===== config.mk =====
export PLATFORM = sky130hd
export DESIGN_NAME = and2_chain_edge_monitor
export DESIGN_NICKNAME = d
export VERILOG_FILES = /design/src/rtl/and2_chain_edge_monitor.sv
export SDC_FILE = /design/constraint.sdc
export NUM_CORES = 1
export LEC_CHECK = 0
export ABC_AREA = 1
export BUFFER_PORTS_ARGS = -buffer_cell sky130_fd_sc_hd__clkbuf_2
export CAP_MARGIN = 15
export CORE_MARGIN = 2
export CORE_UTILIZATION = 55
export CTS_BUF_LIST = sky130_fd_sc_hd__clkbuf_4 sky130_fd_sc_hd__clkbuf_8 sky130_fd_sc_hd__clkbuf_16
export DETAILED_ROUTE_END_ITERATION = 8
export PLACE_DENSITY = 0.77
export SLEW_MARGIN = 10
export SYNTH_ARGS = -nofsm -noshare
export SYNTH_HDL_FRONTEND = slang
export SYNTH_SLANG_ARGS = --single-unit

===== constraint.sdc =====
create_clock -name CLK -period 1.7 [get_ports CLK]
set_input_delay 0.255 -clock CLK [delete_from_list [all_inputs] [get_ports CLK]]
set_output_delay 0.255 -clock CLK [all_outputs]
set_load 0.02 [all_outputs]

===== src/rtl/and2_chain_edge_monitor.sv =====
// Edge-count monitor for the And2-chain result: synchronises I, counts edges per
// WINDOW-cycle window, publishes counts on valid/ready. Option: AND2_MON_BOTH_EDGES_EN.
module and2_chain_edge_monitor #(
  parameter int unsigned WINDOW = 16,
  parameter int unsigned CNT_W  = 8
) (
  input  logic             CLK,
  input  logic             ASYNCRESETN,
  input  logic             I,
  input  logic             clear,
  output logic             O_valid,
  input  logic             O_ready,
  output logic [CNT_W-1:0] O_data,
  output logic             overflow
);

  localparam int unsigned      WIN_W    = $clog2(WINDOW);
  localparam logic [WIN_W-1:0] WIN_LAST = WIN_W'(WINDOW - 1);

  logic             s1, s2, s3;
  logic             edge_det;
  logic             win_end;
  logic [WIN_W-1:0] win_cnt;
  logic [CNT_W-1:0] evt_cnt;
  logic [CNT_W-1:0] sum;

  always_ff @(posedge CLK or negedge ASYNCRESETN) begin
    if (!ASYNCRESETN) begin
      s1 <= 1'b0;
      s2 <= 1'b0;
      s3 <= 1'b0;
    end else begin
      s1 <= I;
      s2 <= s1;
      s3 <= s2;
    end
  end

`ifdef AND2_MON_BOTH_EDGES_EN
  assign edge_det = s2 ^ s3;
`else
  assign edge_det = s2 & ~s3;
`endif

  assign win_end = (win_cnt == WIN_LAST);

  // Saturating add: the count sticks at all-ones rather than wrapping.
  always_comb begin
    sum = evt_cnt;
    if (edge_det && (evt_cnt != '1)) sum = evt_cnt + 1'b1;
  end

  always_ff @(posedge CLK or negedge ASYNCRESETN) begin
    if (!ASYNCRESETN) begin
      win_cnt <= '0;
      evt_cnt <= '0;
    end else if (clear) begin
      win_cnt <= '0;
      evt_cnt <= '0;
    end else begin
      win_cnt <= win_end ? '0 : win_cnt + 1'b1;
      evt_cnt <= win_end ? '0 : sum;
    end
  end

  // A window end coinciding with an accept reloads O_data with no bubble.
  always_ff @(posedge CLK or negedge ASYNCRESETN) begin
    if (!ASYNCRESETN) begin
      O_valid  <= 1'b0;
      O_data   <= '0;
      overflow <= 1'b0;
    end else if (clear) begin
      O_valid  <= 1'b0;
      overflow <= 1'b0;
    end else if (win_end) begin
      if (!O_valid || O_ready) begin
        O_data  <= sum;
        O_valid <= 1'b1;
      end else begin
        overflow <= 1'b1;
      end
    end else if (O_valid && O_ready) begin
      O_valid <= 1'b0;
    end
  end

endmodule

### Yosys cells after proc, flatten, opt, wreduce, memory -nomap -nowiden

Index checks and enable logic that the tools add are counted.

| operators by class | value |
|---|---|
| $add $sub $neg | 2 |
| eq/ne operators | 4 |
| reduce and logical (&&, ||, !) cells | 9 |
| bitwise gates (word level) | 3 |
| multiplexer cells | 12 |

Operators with widths:

| cell | number |
|---|---|
| 8-bit two-way mux | 3 |
| 8-bit by 1-bit adder with 8-bit output (second input constant) | 1 |
| 4-bit two-way mux | 2 |
| 8-bit inequality test (second input constant) | 1 |
| 1-bit two-way mux | 7 |
| 4-bit by 1-bit adder with 4-bit output (second input constant) | 1 |
| 4-bit == test (second input constant) | 1 |
| 2-bit AND reduction | 2 |
| 3-bit by 2-bit inequality test with 1-bit output (second input constant) | 1 |
| 3-bit AND reduction | 1 |
| 3-bit nonzero test | 1 |
| 1-bit logical AND | 2 |
| 2-bit inequality test (second input constant) | 1 |
| 1-bit inverter | 2 |
| 2-bit nonzero test | 1 |
| 1-bit bitwise AND | 1 |
| 1-bit logical NOT | 1 |
| 1-bit logical OR | 1 |

| storage, ports and cells | value |
|---|---|
| flip-flop bits (word level) | 25 |
| word-level logic and storage cells | 38 |
| output and inout bits | 10 |
| input port bits | 5 |

### Longest topological paths before layout

Gate-level depths: netlist of the first run.

| depth | value |
|---|---|
| word-level depth | 6 |
| depth in mapped cells | 9 |
| mapped depth without buffers | 8 |

### Worst setup path before layout of the first run

No wires, ideal clock.

| timing path | value |
|---|---|
| kind | reg-to-reg |
| from | reg win_cnt[0] |
| to | reg O_data[2] |
| path slack | 367 ps |
| clock period less this slack | 1333 ps |
| path buffers | 1 |
| stages on the path, launching flop included | 10 |
| data required time | 1582 ps |
| setup time | 118 ps |
| arrival time | 1215 ps |
| cell sequence | dfrtp_1 -> ha_1 -> nand2_2 -> nor2_4 -> inv_2 -> nor3_4 -> inv_2 -> buf_6 -> nand2_1 -> o21ai_2 |

| between the ends | value |
|---|---|
| cells in the longest elaborated chain, start to end | 2 |

RTL lines:

| item | line | source |
|---|---|---|
| start, declared | 23 | `logic [WIN_W-1:0] win_cnt;` |
| start signal, assigned | 61 | `win_cnt <= win_end ? '0 : win_cnt + 1'b1;` |
| 4-bit == test | 45 | `assign win_end = (win_cnt == WIN_LAST);` |
| 3-bit AND reduction (no source line) | -- |  |
| end signal, assigned | 77 | `O_data <= sum;` |
| end, declared | 13 | `output logic [CNT_W-1:0] O_data,` |

No other way between the ends.
A chain may end at the register's enable or synchronous reset.

### Worst setup path after layout of the first run

| timing path | value |
|---|---|
| from | reg evt_cnt[0] |
| to | reg O_data[1] |

| between the ends | value |
|---|---|
| cells in the longest elaborated chain, start to end | 3 |
| elaborated cells between the ends (all ways) | 4 |
| classes of those cells | 1 x add/sub; 1 x eq/ne; 1 x mux; 1 x reduce/logical |

RTL lines:

| item | line | source |
|---|---|---|
| start, declared | 24 | `logic [CNT_W-1:0] evt_cnt;` |
| start signal, assigned | 62 | `evt_cnt <= win_end ? '0 : sum;` |
| branches (longest 2 deep; another with 8-bit by 1-bit adder with 8-bit output) | -- |  |
| 8-bit two-way mux (*) | 50 | `if (edge_det && (evt_cnt != '1)) sum = evt_cnt + 1'b1;` |

Mark *: on every way between the ends.

==> metrics.md, run 1 <==
| Metric | Value |
|---|---|
| Run status | `complete, no violations` |
| Worst VDD drop | `0.629 mV` |
| Power share of the sequential group | `0.649` |
| Area leader, netlist | `dfrtp_1` |
| Die area | `2440 um^2` |
| Mapped Nets | `136` |
| Req. time, crit path | `1.94 ns` |
| Clk_skew | `0.00177 ns` |
| Period utilization | `0.888` |
| Overall power | `0.961 mW` |
| Num CTS Buffers | `3` |
| Setup TNS | `0 ns` |
| DRC viols | `0` |
| Crit path kind | `flip-flop to flip-flop` |
| Type of the most critical hold path | `input port to flip-flop` |
| Row count | `16` |
| Warnings, synthesis | `0` |
| H-tree levels | `1` |
| Syn avg cell area | `8.79 um^2` |
| Critical Path Sink Type | `flip-flop` |
| Initial Util | `0.578` |
| Comb power frac | `0.071` |
| Sequential area share after synthesis | `0.552` |
| Die Ht | `49.4 um` |
| Slew @ Worst Pin | `0.591 ns` |
| Placed Area | `1230 um^2` |
| Synth cell types | `22` |
| DR vias | `873` |
| Root Buffer Master | `clkbuf_4` |
| Max frequency | `663 MHz` |
| Largest net degree at the start of global routing | `26` |
| Syn-to-layout area delta | `11.9%` |
| DIE WIDTH | `49.4 um` |
| # port buffers | `14` |
| Nets | `155` |
| Post-layout util | `0.647` |
| First-pass GRT wire length | `3480 um` |
| Max-cap check violation count | `0` |
| Post-detail-place hpwl | `1530 um` |
| Top cells by area, synth | `dfrtp_1, nand2_1, nor2_1` |
| Worst setup margin | `0.191 ns` |
| Reg2reg setup slack | `0.19 ns` |
| Max-slew headroom | `0.606` |
| Clock sinks | `25` |
| Worst-Skew Late Latency | `0.31 ns` |
| Clock power frac | `0.280` |
| Worst slack at placement | `0.122 ns` |
| FF-to-FF path depth | `8` |
| Cell Area, Synth | `1130 um^2` |
| Final hold vios | `0` |
| Drt wl/cell | `11.4 um` |
| Ratio of cells with drive above 1 in the final layout | `0.190` |
| CTS tree | `yes` |
| Worst setup SP type | `flip-flop` |
| Drt total wl | `1980 um` |
| Switching portion of total power | `0.227` |
| Arr. time, crit path | `1.75 ns` |
| Final Wtd Congestion | `0.879` |
| Leak | `0.664 nW` |
| Initial antenna violation count | `0` |
| Final setup fails | `0` |
| GRT Resource Usage Total | `0.190` |
| Antenna cells | `0` |
| Worst-path clk slew | `0.12 ns` |
| Non-Filler Cell Area, Final | `1270 um^2` |
| GRT overflow | `0` |
| Critical path peak fanout | `11` |
| Cell internal pwr | `0.742 mW` |
| Max-slew violations | `0` |
| DRT iter0 DRCs | `15` |
| FF+latch count, synth | `25` |
| IO Count | `15` |
| Drt pass-1 iters | `4` |
| Post-CTS setup buffers | `0` |
| Syn Inst Count | `129` |
| Post-DR vias/cell | `5.02` |
| Power per cell area | `757 nW/um^2` |
| Hold Crit Depth | `1` |
| Bufs on Longest Clock Path | `2` |
| RSZ-0062 raised after global routing | `false` |
| P_sw | `0.218 mW` |
| Post-DRT Antenna Nets | `0` |
| Core area | `1960 um^2` |
| Vias in the first global route | `805` |
| Tmin final | `1.51 ns` |
| Post-synth top area share | `0.552` |
## synth_stat cells (all sizes together)
library cell and n:
a21o 2, a21oi 2, buf 2, clkinv 1
dfrtp 25, ha 2, inv 15, nand2 35
nand3 12, nand3b 2, nand4 4, nor2 19
nor3 1, o21a 2, o21ai 5
## layout by cell type, fill, tap and decap left out, drive strengths merged, types with 4 or more instances in the layout
cell	n
nand4	4
inv	15
nor2	19
o21ai	5
nand2	35
clkbuf	18
dfrtp	25
nand3	12
## registers in the layout (all words and copies together) (netlist names)
signal,cells
overflow,1
s1,1
O_valid,1
s2,1
win_cnt,4
O_data,8
evt_cnt,8
s3,1
## cell type report
cell class                 instances  area (um^2)
clock buffer                       4         30.0
fill                             179          693
inverter                          16         60.1
multi-input combinational         86          432
sequential                        25          626
tap                               27         33.8
timing repair buffer              16         87.6
## path summary, 6_finish.rpt
| kind | startpoint | to |
|---|---|---|
| max in group asynchronous | ASYNCRESETN | O_data[3] |
| worst max register to register | evt_cnt[0] | O_data[1] |
| worst min register to register | s1 | s2 |
| min in group asynchronous | ASYNCRESETN | win_cnt[1] |
| worst min-delay path | I | s1 |
| worst max-delay path | evt_cnt[0] | O_data[1] |
## power groups by stage
stage / Combinational, mW / Clock (mW) / Sequential [mW]
final: 0.0681 / 0.269 / 0.623
after global routing: 0.0809 / 0.303 / 0.626
after CTS: 0.0699 / 0.281 / 0.624
after detailed placement: 0.0680 / 0 / 0.635
after global placement: 0.0661 / 0 / 0.633
after floorplan: 0.0302 / 0 / 0.638
## routing by layer
metal	vias to the layer above	global-route usage	share of wire
li1	451	-	-
met1	397	0.247	0.45
met3	5	0.0184	0.038
met2	20	0.318	0.49
met4	0	0.0972	0.024
met5	-	0	0
## metrics by stage
| step | std cells | hold slack (ns) |
|---|---|---|
| 6_report | 174 | 0.0388 |
| 5_1_grt | 174 | 0.0234 |
| 4_1_cts | 174 | 0.0294 |
| 3_5_place_dp | 169 | 0.290 |
| 3_3_place_gp | 169 | 0.288 |
| 2_1_floorplan | 129 | -0.0406 |
## critical path, cell delays in order (launching register included)
cell	delay, ns
dfrtp_1	0.43
ha_1	0.22
nand2_1	0.14
nor2_1	0.07
nand2_2	0.18
nand2_1	0.10
nand2_1	0.07
nand2_1	0.08
o21ai_1	0.15
## kinds of logic (layout without fill, tap and decap cells)
logic type                 count (synthesis)  in the layout  synth area share
buffers and inverters                     18             36            0.0695
adders and majority gates                  2              2            0.0221
AOI/OAI and AO/OA                         11             11            0.0640
and+or+nand+nor                           73             73             0.292
DFF                                       25             25             0.552
## what timing repair did
item,CTS,global route
hold buffers,1,0
hold endpoints to repair,25,0
gates resized for setup,0,1
setup endpoints to repair,0,4
Note: power is estimated with default switching activity, not from simulation.
==> inputs of run 2 (changes only) <==
--- a/config.mk
+++ b/config.mk
@@ -6,7 +6,7 @@
 export NUM_CORES = 1
 export LEC_CHECK = 0
 export ABC_AREA = 1
-export BUFFER_PORTS_ARGS = -buffer_cell sky130_fd_sc_hd__clkbuf_2
+export BUFFER_PORTS_ARGS = -buffer_cell sky130_fd_sc_hd__buf_2
 export CAP_MARGIN = 15
 export CORE_MARGIN = 2
 export CORE_UTILIZATION = 55
==> run 2 against run 1 <==
  * Sequential power barely moved
  * Critical endpoint is now O_data[5]
  * Total power down 1.0%
  * Utilization fell by 0.13 points
  * Highest routed layer unchanged
  * Combinational power up 2%
  * Global-route usage fell by 0.76 points
  * Clock skew rose by 0.0054 ns
==> metrics.md, run 2 (synthesis results as in run 1) <==
| Metric | Value |
|---|---|
| Run status | `complete, no violations` |
| Ratio of cells with drive above 1 in the final layout | `0.190 (unchanged)` |
| GRT Resource Usage Total | `0.183 (-0.00756)` |
| Power per cell area | `751 nW/um^2 (-0.83%)` |
| Final setup fails | `0 (unchanged)` |
| Max-slew violations | `0 (unchanged)` |
| Antenna cells | `0 (unchanged)` |
| Worst VDD drop | `0.677 mV (+7.7%)` |
| Req. time, crit path | `1.92 ns (-0.02 ns)` |
| Post-CTS setup buffers | `0 (unchanged)` |
| Bufs on Longest Clock Path | `2 (unchanged)` |
| Arr. time, crit path | `1.72 ns (-0.03 ns)` |
| DRT iter0 DRCs | `26 (+11)` |
| Drt total wl | `2070 um (+4.4%)` |
| Type of the most critical hold path | `input port to flip-flop` |
| Hold_sp | `I` |
| Worst-path clk slew | `0.14 ns (+0.02 ns)` |
| Critical path peak fanout | `11 (unchanged)` |
| Final Wtd Congestion | `0.862 (-1.9%)` |
| FF-to-FF path depth | `7 (-1)` |
| Tmin final | `1.50 ns (-0.00891 ns)` |
| Setup TNS | `0 ns (unchanged)` |
| Reg2reg setup slack | `0.20 ns (about the same)` |
| DR vias | `899 (+3.0%)` |
| Post-layout util | `0.645 (-0.00128)` |
| Most frequent cells in the layout | `nand2_1, dfrtp_1, nor2_1` |
| CTS tree | `yes` |
| Hold endpoint | `s1` |
| # port buffers | `14 (unchanged)` |
| Critical Path Sink Type | `flip-flop` |
| Max-cap check violation count | `0 (unchanged)` |
| Reg2Reg Capture Point | `O_data[5]` |
| DIE WIDTH | `49.4 um (unchanged)` |
| Worst-Skew Late Latency | `0.31 ns (about the same)` |
| Post-DRT Antenna Nets | `0 (unchanged)` |
| Hold Crit Depth | `1 (unchanged)` |
| Num CTS Buffers | `3 (unchanged)` |
| Initial antenna violation count | `0 (unchanged)` |
| Slew @ Worst Pin | `0.544 ns (-0.0476 ns)` |
| FF-to-FF Start | `evt_cnt[0]` |
| Drt pass-1 iters | `4 (unchanged)` |
| First-pass GRT wire length | `3480 um (+0.20%)` |
| DRC viols | `0 (unchanged)` |
| Post-detail-place hpwl | `1580 um (+3.4%)` |
| Row count | `16 (unchanged)` |
| IO Count | `15 (unchanged)` |
| Nets | `155 (unchanged)` |
| Syn-to-layout area delta | `11.7%` |
| Final hold vios | `0 (unchanged)` |
| Fill count | `180 (+0.56%)` |
| Core area | `1960 um^2 (unchanged)` |
| RSZ-0062 raised after global routing | `false` |
| Initial Util | `0.578 (unchanged)` |
| Die Ht | `49.4 um (unchanged)` |
| Period utilization | `0.883 (-0.00524)` |
| GRT overflow | `0 (unchanged)` |
| Worst setup SP type | `flip-flop` |
| Commonest non-fill, non-tap cell in the layout | `nand2_1` |
| Crit path kind | `flip-flop to flip-flop` |
| Largest regs | `O_data x8, evt_cnt x8, win_cnt x4` |
| Post-DR vias/cell | `5.17 (+3.0%)` |
| Die area | `2440 um^2 (unchanged)` |
| Largest net degree at the start of global routing | `26 (unchanged)` |
| Clk_skew | `0.00719 ns (+0.00543 ns)` |
| Clock sinks | `25 (unchanged)` |
| H-tree levels | `1 (unchanged)` |
| Vias in the first global route | `821 (+2.0%)` |
| Drt wl/cell | `11.9 um (+4.4%)` |
| Root Buffer Master | `clkbuf_4` |
| Leak | `0.669 nW (+0.85%)` |
| Max-slew headroom | `0.637 (+0.0317)` |
| Max frequency | `667 MHz (+0.59%)` |
[run 2: worst max-delay path, cell delays in order, from the launching register on]
cell and delay [ns]:
dfrtp_1 0.44, ha_1 0.23, nand2_1 0.14, nor2_1 0.07, nand2_2 0.17, nand4_1 0.17
nand3_1 0.14, nand2_1 0.06
[run 2: metrics by stage]
stage	cell area (um^2)	hold slack (ns)	cells	setup slack, ns	power (mW)
floorplan	1130	-0.0406	129	0.367	0.669
global placement	1230	0.259	169	0.162	0.698
detailed placement	1230	0.269	169	0.112	0.703
CTS	1260	0.0384	174	0.0857	0.953
global route	1270	0.0247	174	0.0590	0.990
finish	1270	0.0455	174	0.200	0.951
[run 2: worst max path at each step]
stage,startpoint,to
2_1_floorplan,win_cnt[0],O_data[2]
3_3_place_gp,evt_cnt[0],O_data[5]
3_5_place_dp,evt_cnt[0],O_data[5]
4_1_cts,evt_cnt[0],O_data[5]
5_1_grt,evt_cnt[0],O_data[0]
6_report,evt_cnt[0],O_data[5]
[run 2: layout make-up]
cell class / count / area (um^2) / share of cell area
Clock buffer: 3 / 22.5 / 0.0178
Clock inverter: 1 / 5.00 / 0.00395
Inverter: 16 / 60.1 / 0.0474
Multi-Input combinational cell: 86 / 432 / 0.341
Sequential cell: 25 / 626 / 0.494
Tap cell: 27 / 33.8 / 0.0267
Timing Repair Buffer: 16 / 87.6 / 0.0692
[run 2: where the power goes]
part,internal [mW],switching [mW]
Sequential,0.612,0.0109
Combinational,0.0231,0.0461
Clock,0.0878,0.171
[run 2: what timing repair did]
action | CTS | global route
endpoints found under the setup margin | 0 | 5
resized for setup | 0 | 1
endpoints found under the hold margin | 25 | 0
hold buffers | 1 | 0
[run 2: per-layer routing]
layer,vias to the layer above,wire length [um],track usage
li1,444,-,-
met1,439,1010,0.257
met2,14,1010,0.309
met3,2,38,0.0184
met4,0,14,0.0417
met5,-,0,0
==> inputs of run 3 (changes only) <==
--- a/config.mk
+++ b/config.mk
@@ -9,10 +9,11 @@
 export BUFFER_PORTS_ARGS = -buffer_cell sky130_fd_sc_hd__buf_2
 export CAP_MARGIN = 15
 export CORE_MARGIN = 2
-export CORE_UTILIZATION = 55
-export CTS_BUF_LIST = sky130_fd_sc_hd__clkbuf_4 sky130_fd_sc_hd__clkbuf_8 sky130_fd_sc_hd__clkbuf_16
+export CORE_UTILIZATION = 58
+export CTS_BUF_LIST = sky130_fd_sc_hd__clkbuf_4 sky130_fd_sc_hd__clkbuf_8
 export DETAILED_ROUTE_END_ITERATION = 8
-export PLACE_DENSITY = 0.77
+export PLACE_DENSITY = 0.8
+export REMOVE_ABC_BUFFERS = 1
 export SLEW_MARGIN = 10
 export SYNTH_ARGS = -nofsm -noshare
 export SYNTH_HDL_FRONTEND = slang
==> run 3 against run 2 <==
  * Sequential power hardly changed
  * Clock skew is 0.0015 ns lower
  * Global-route usage grew 3.2 points
  * Highest routed layer unchanged
  * Setup slack worse by 0.019 ns
  * Critical path depth up 1
  * Critical endpoint is now O_data[0]
  * Total power grew 2.7%
  * Worst hold slack better by 0.10 ns
  * Sequential share of layout area shrank 0.44 points
  * Final cell count decreased by 0.57%
  * Clock-buffer cell count is the same
  * Utilization increased by 7.1 points
  * Via count shrank 0.67%
==> metrics.md, run 3 (synthesis results as in run 1) <==
| Metric | Value |
|---|---|
| RSZ-0062 raised after global routing | `false` |
| Row count | `15 (-1)` |
| Post-DRT Antenna Nets | `0 (unchanged)` |
| Run status | `complete, no violations` |
| GRT Resource Usage Total | `0.215 (+0.0322)` |
| Nets | `156 (+0.65%)` |
| GRT overflow | `0 (unchanged)` |
| Core area | `1780 um^2 (-9.1%)` |
| # port buffers | `14 (unchanged)` |
| Initial antenna violation count | `0 (unchanged)` |
| Die area | `2320 um^2 (-4.8%)` |
| DRC viols | `0 (unchanged)` |
| CP peak stage delay | `0.41 ns (-0.03 ns)` |
| Largest net degree at the start of global routing | `26 (unchanged)` |
| Critical path peak fanout | `12 (+1)` |
| Bufs and invs on worst path | `2 (+2)` |
| Hold_sp | `clear` |
| Placed Area | `1220 um^2 (-0.20%)` |
| Syn-to-layout area delta | `12.7%` |
| Drt total wl | `2080 um (+0.39%)` |
| First-pass GRT wire length | `3380 um (-3.0%)` |
| Max-cap check violation count | `0 (unchanged)` |
| Final hold vios | `0 (unchanged)` |
| Crit-path cells | `ha_1 -> nand2_2 -> nor2_4 -> inv_2 -> nor3_4 -> inv_2 -> nand2_1 -> o21ai_1` |
| Worst setup SP type | `flip-flop` |
| Bufs on Longest Clock Path | `2 (unchanged)` |
| Final Wtd Congestion | `0.910 (+5.6%)` |
| Period utilization | `0.894 (+0.0113)` |
| Tmin final | `1.52 ns (+0.0192 ns)` |
| Type of the most critical hold path | `input port to flip-flop` |
| IO Count | `15 (unchanged)` |
| Non-Filler Cell Area, Final | `1280 um^2 (+0.89%)` |
| CP max-delay cell | `dfrtp_1` |
| Reg2reg setup slack | `0.18 ns (-0.02 ns)` |
| Worst VDD drop | `0.505 mV (-25%)` |
| Drt wl/cell | `12.0 um (+0.97%)` |
| Power per cell area | `765 nW/um^2 (+1.8%)` |
| Max-slew violations | `0 (unchanged)` |
| Root Buffer Master | `clkbuf_4` |
| Vias in the first global route | `812 (-1.1%)` |
| Post-detail-place hpwl | `1550 um (-2.3%)` |
| Worst-path clk slew | `0.14 ns (about the same)` |
| Leak | `0.674 nW (+0.72%)` |
| Req. time, crit path | `1.92 ns (about the same)` |
| Worst setup margin | `0.180 ns (-0.0192 ns)` |
| Max-slew headroom | `0.647 (+0.00914)` |
| Reg2Reg Capture Point | `O_data[0]` |
| Worst slack at placement | `0.140 ns (+0.0280 ns)` |
| Final setup fails | `0 (unchanged)` |
| Antenna cells | `0 (unchanged)` |
| Max frequency | `658 MHz (-1.3%)` |
| Post-DR vias/cell | `5.16 (about the same)` |
| Drt pass-1 iters | `4 (unchanged)` |
| Commonest non-fill, non-tap cell in the layout | `nand2_1` |
| Ratio of cells with drive above 1 in the final layout | `0.189 (-0.00129)` |
| Largest regs | `O_data x8, evt_cnt x8, win_cnt x4` |
| H-tree levels | `1 (unchanged)` |
| Worst-Skew Late Latency | `0.33 ns (+0.02 ns)` |
| Num CTS Buffers | `3 (unchanged)` |
| FF-to-FF path depth | `8 (+1)` |
| Most frequent cells in the layout | `nand2_1, dfrtp_1, nor2_1` |
| Initial Util | `0.636 (+0.0580)` |
| Clk_skew | `0.00573 ns (-0.00147 ns)` |
| Largest delay contributor family on the critical path | `simple AND/OR/NAND/NOR gates` |
| Setup TNS | `0 ns (unchanged)` |
| Crit path kind | `flip-flop to flip-flop` |
| Clock sinks | `25 (unchanged)` |
| DRT iter0 DRCs | `12 (-54%)` |
| DIE WIDTH | `48.2 um (-2.4%)` |
| Post-CTS setup buffers | `0 (unchanged)` |
| Slew @ Worst Pin | `0.530 ns (-0.0137 ns)` |
| Hold endpoint | `win_cnt[1]` |
| FF-to-FF Start | `win_cnt[0]` |
| Critical Path Sink Type | `flip-flop` |
| Hold Crit Depth | `2 (+1)` |
| DR vias | `893 (-0.67%)` |
| Arr. time, crit path | `1.74 ns (+0.02 ns)` |
| Die Ht | `48.2 um (-2.4%)` |
| CTS tree | `yes` |
| CP most frequent cell | `inv_2` |
## run 3: per-layer routing
| layer | vias up | GRT usage | wire length, um |
|---|---|---|---|
| met3 | 2 | 0.0815 | 99 |
| met5 | - | 0 | 0 |
| met1 | 418 | 0.265 | 937 |
| li1 | 448 | - | - |
| met2 | 25 | 0.345 | 1030 |
| met4 | 0 | 0.0757 | 14 |
## run 3: report_power, final
group | internal (mW) | leakage (nW) | total [mW] | switching, mW
clock | 0.0959 | 0.0183 | 0.281 | 0.185
sequential | 0.612 | 0.334 | 0.624 | 0.0115
combinational | 0.0251 | 0.322 | 0.0722 | 0.0471
## run 3: final cells by class
cell class | count | area (um^2)
sequential | 25 | 626
clock buffer | 3 | 22.5
clock inverter | 1 | 8.76
timing repair buffer | 17 | 97.6
tap | 25 | 31.3
multi-input combinational | 86 | 432
fill | 143 | 505
inverter | 16 | 60.1
## run 3: worst reg2reg max path, stage by stage (launching register included)
cell     delay, ns
dfrtp_1       0.41
ha_1          0.20
nand2_2       0.08
nor2_4        0.11
inv_2         0.06
nor3_4        0.22
inv_2         0.18
nand2_1       0.09
o21ai_1       0.07
## run 3: per-stage QoR
| stage | hold slack (ns) | std cells | power [mW] | utilization |
|---|---|---|---|---|
| floorplan | -0.0406 | 127 | 0.669 | - |
| global placement | 0.264 | 167 | 0.699 | 0.686 |
| detailed placement | 0.268 | 167 | 0.704 | 0.686 |
| CTS | 0.00797 | 172 | 0.987 | 0.709 |
| global route | 0.130 | 173 | 1.02 | 0.716 |
| finish | 0.146 | 173 | 0.977 | 0.716 |
## run 3: worst max path at each step
| stage | from | end | depth (start not counted) |
|---|---|---|---|
| after floorplan | evt_cnt[0] | O_data[4] | 7 |
| after detailed placement | evt_cnt[0] | O_data[0] | 8 |
| after global routing | win_cnt[0] | O_data[1] | 8 |
| after CTS | evt_cnt[0] | O_data[0] | 8 |
| final | win_cnt[0] | O_data[0] | 8 |
| after global placement | win_cnt[0] | O_data[2] | 8 |
## run 3: repair_timing
action,4_1_cts,5_1_grt
setup endpoints to repair,0,3
hold endpoints to repair,25,1
hold buffers,1,1
resized for setup,0,1
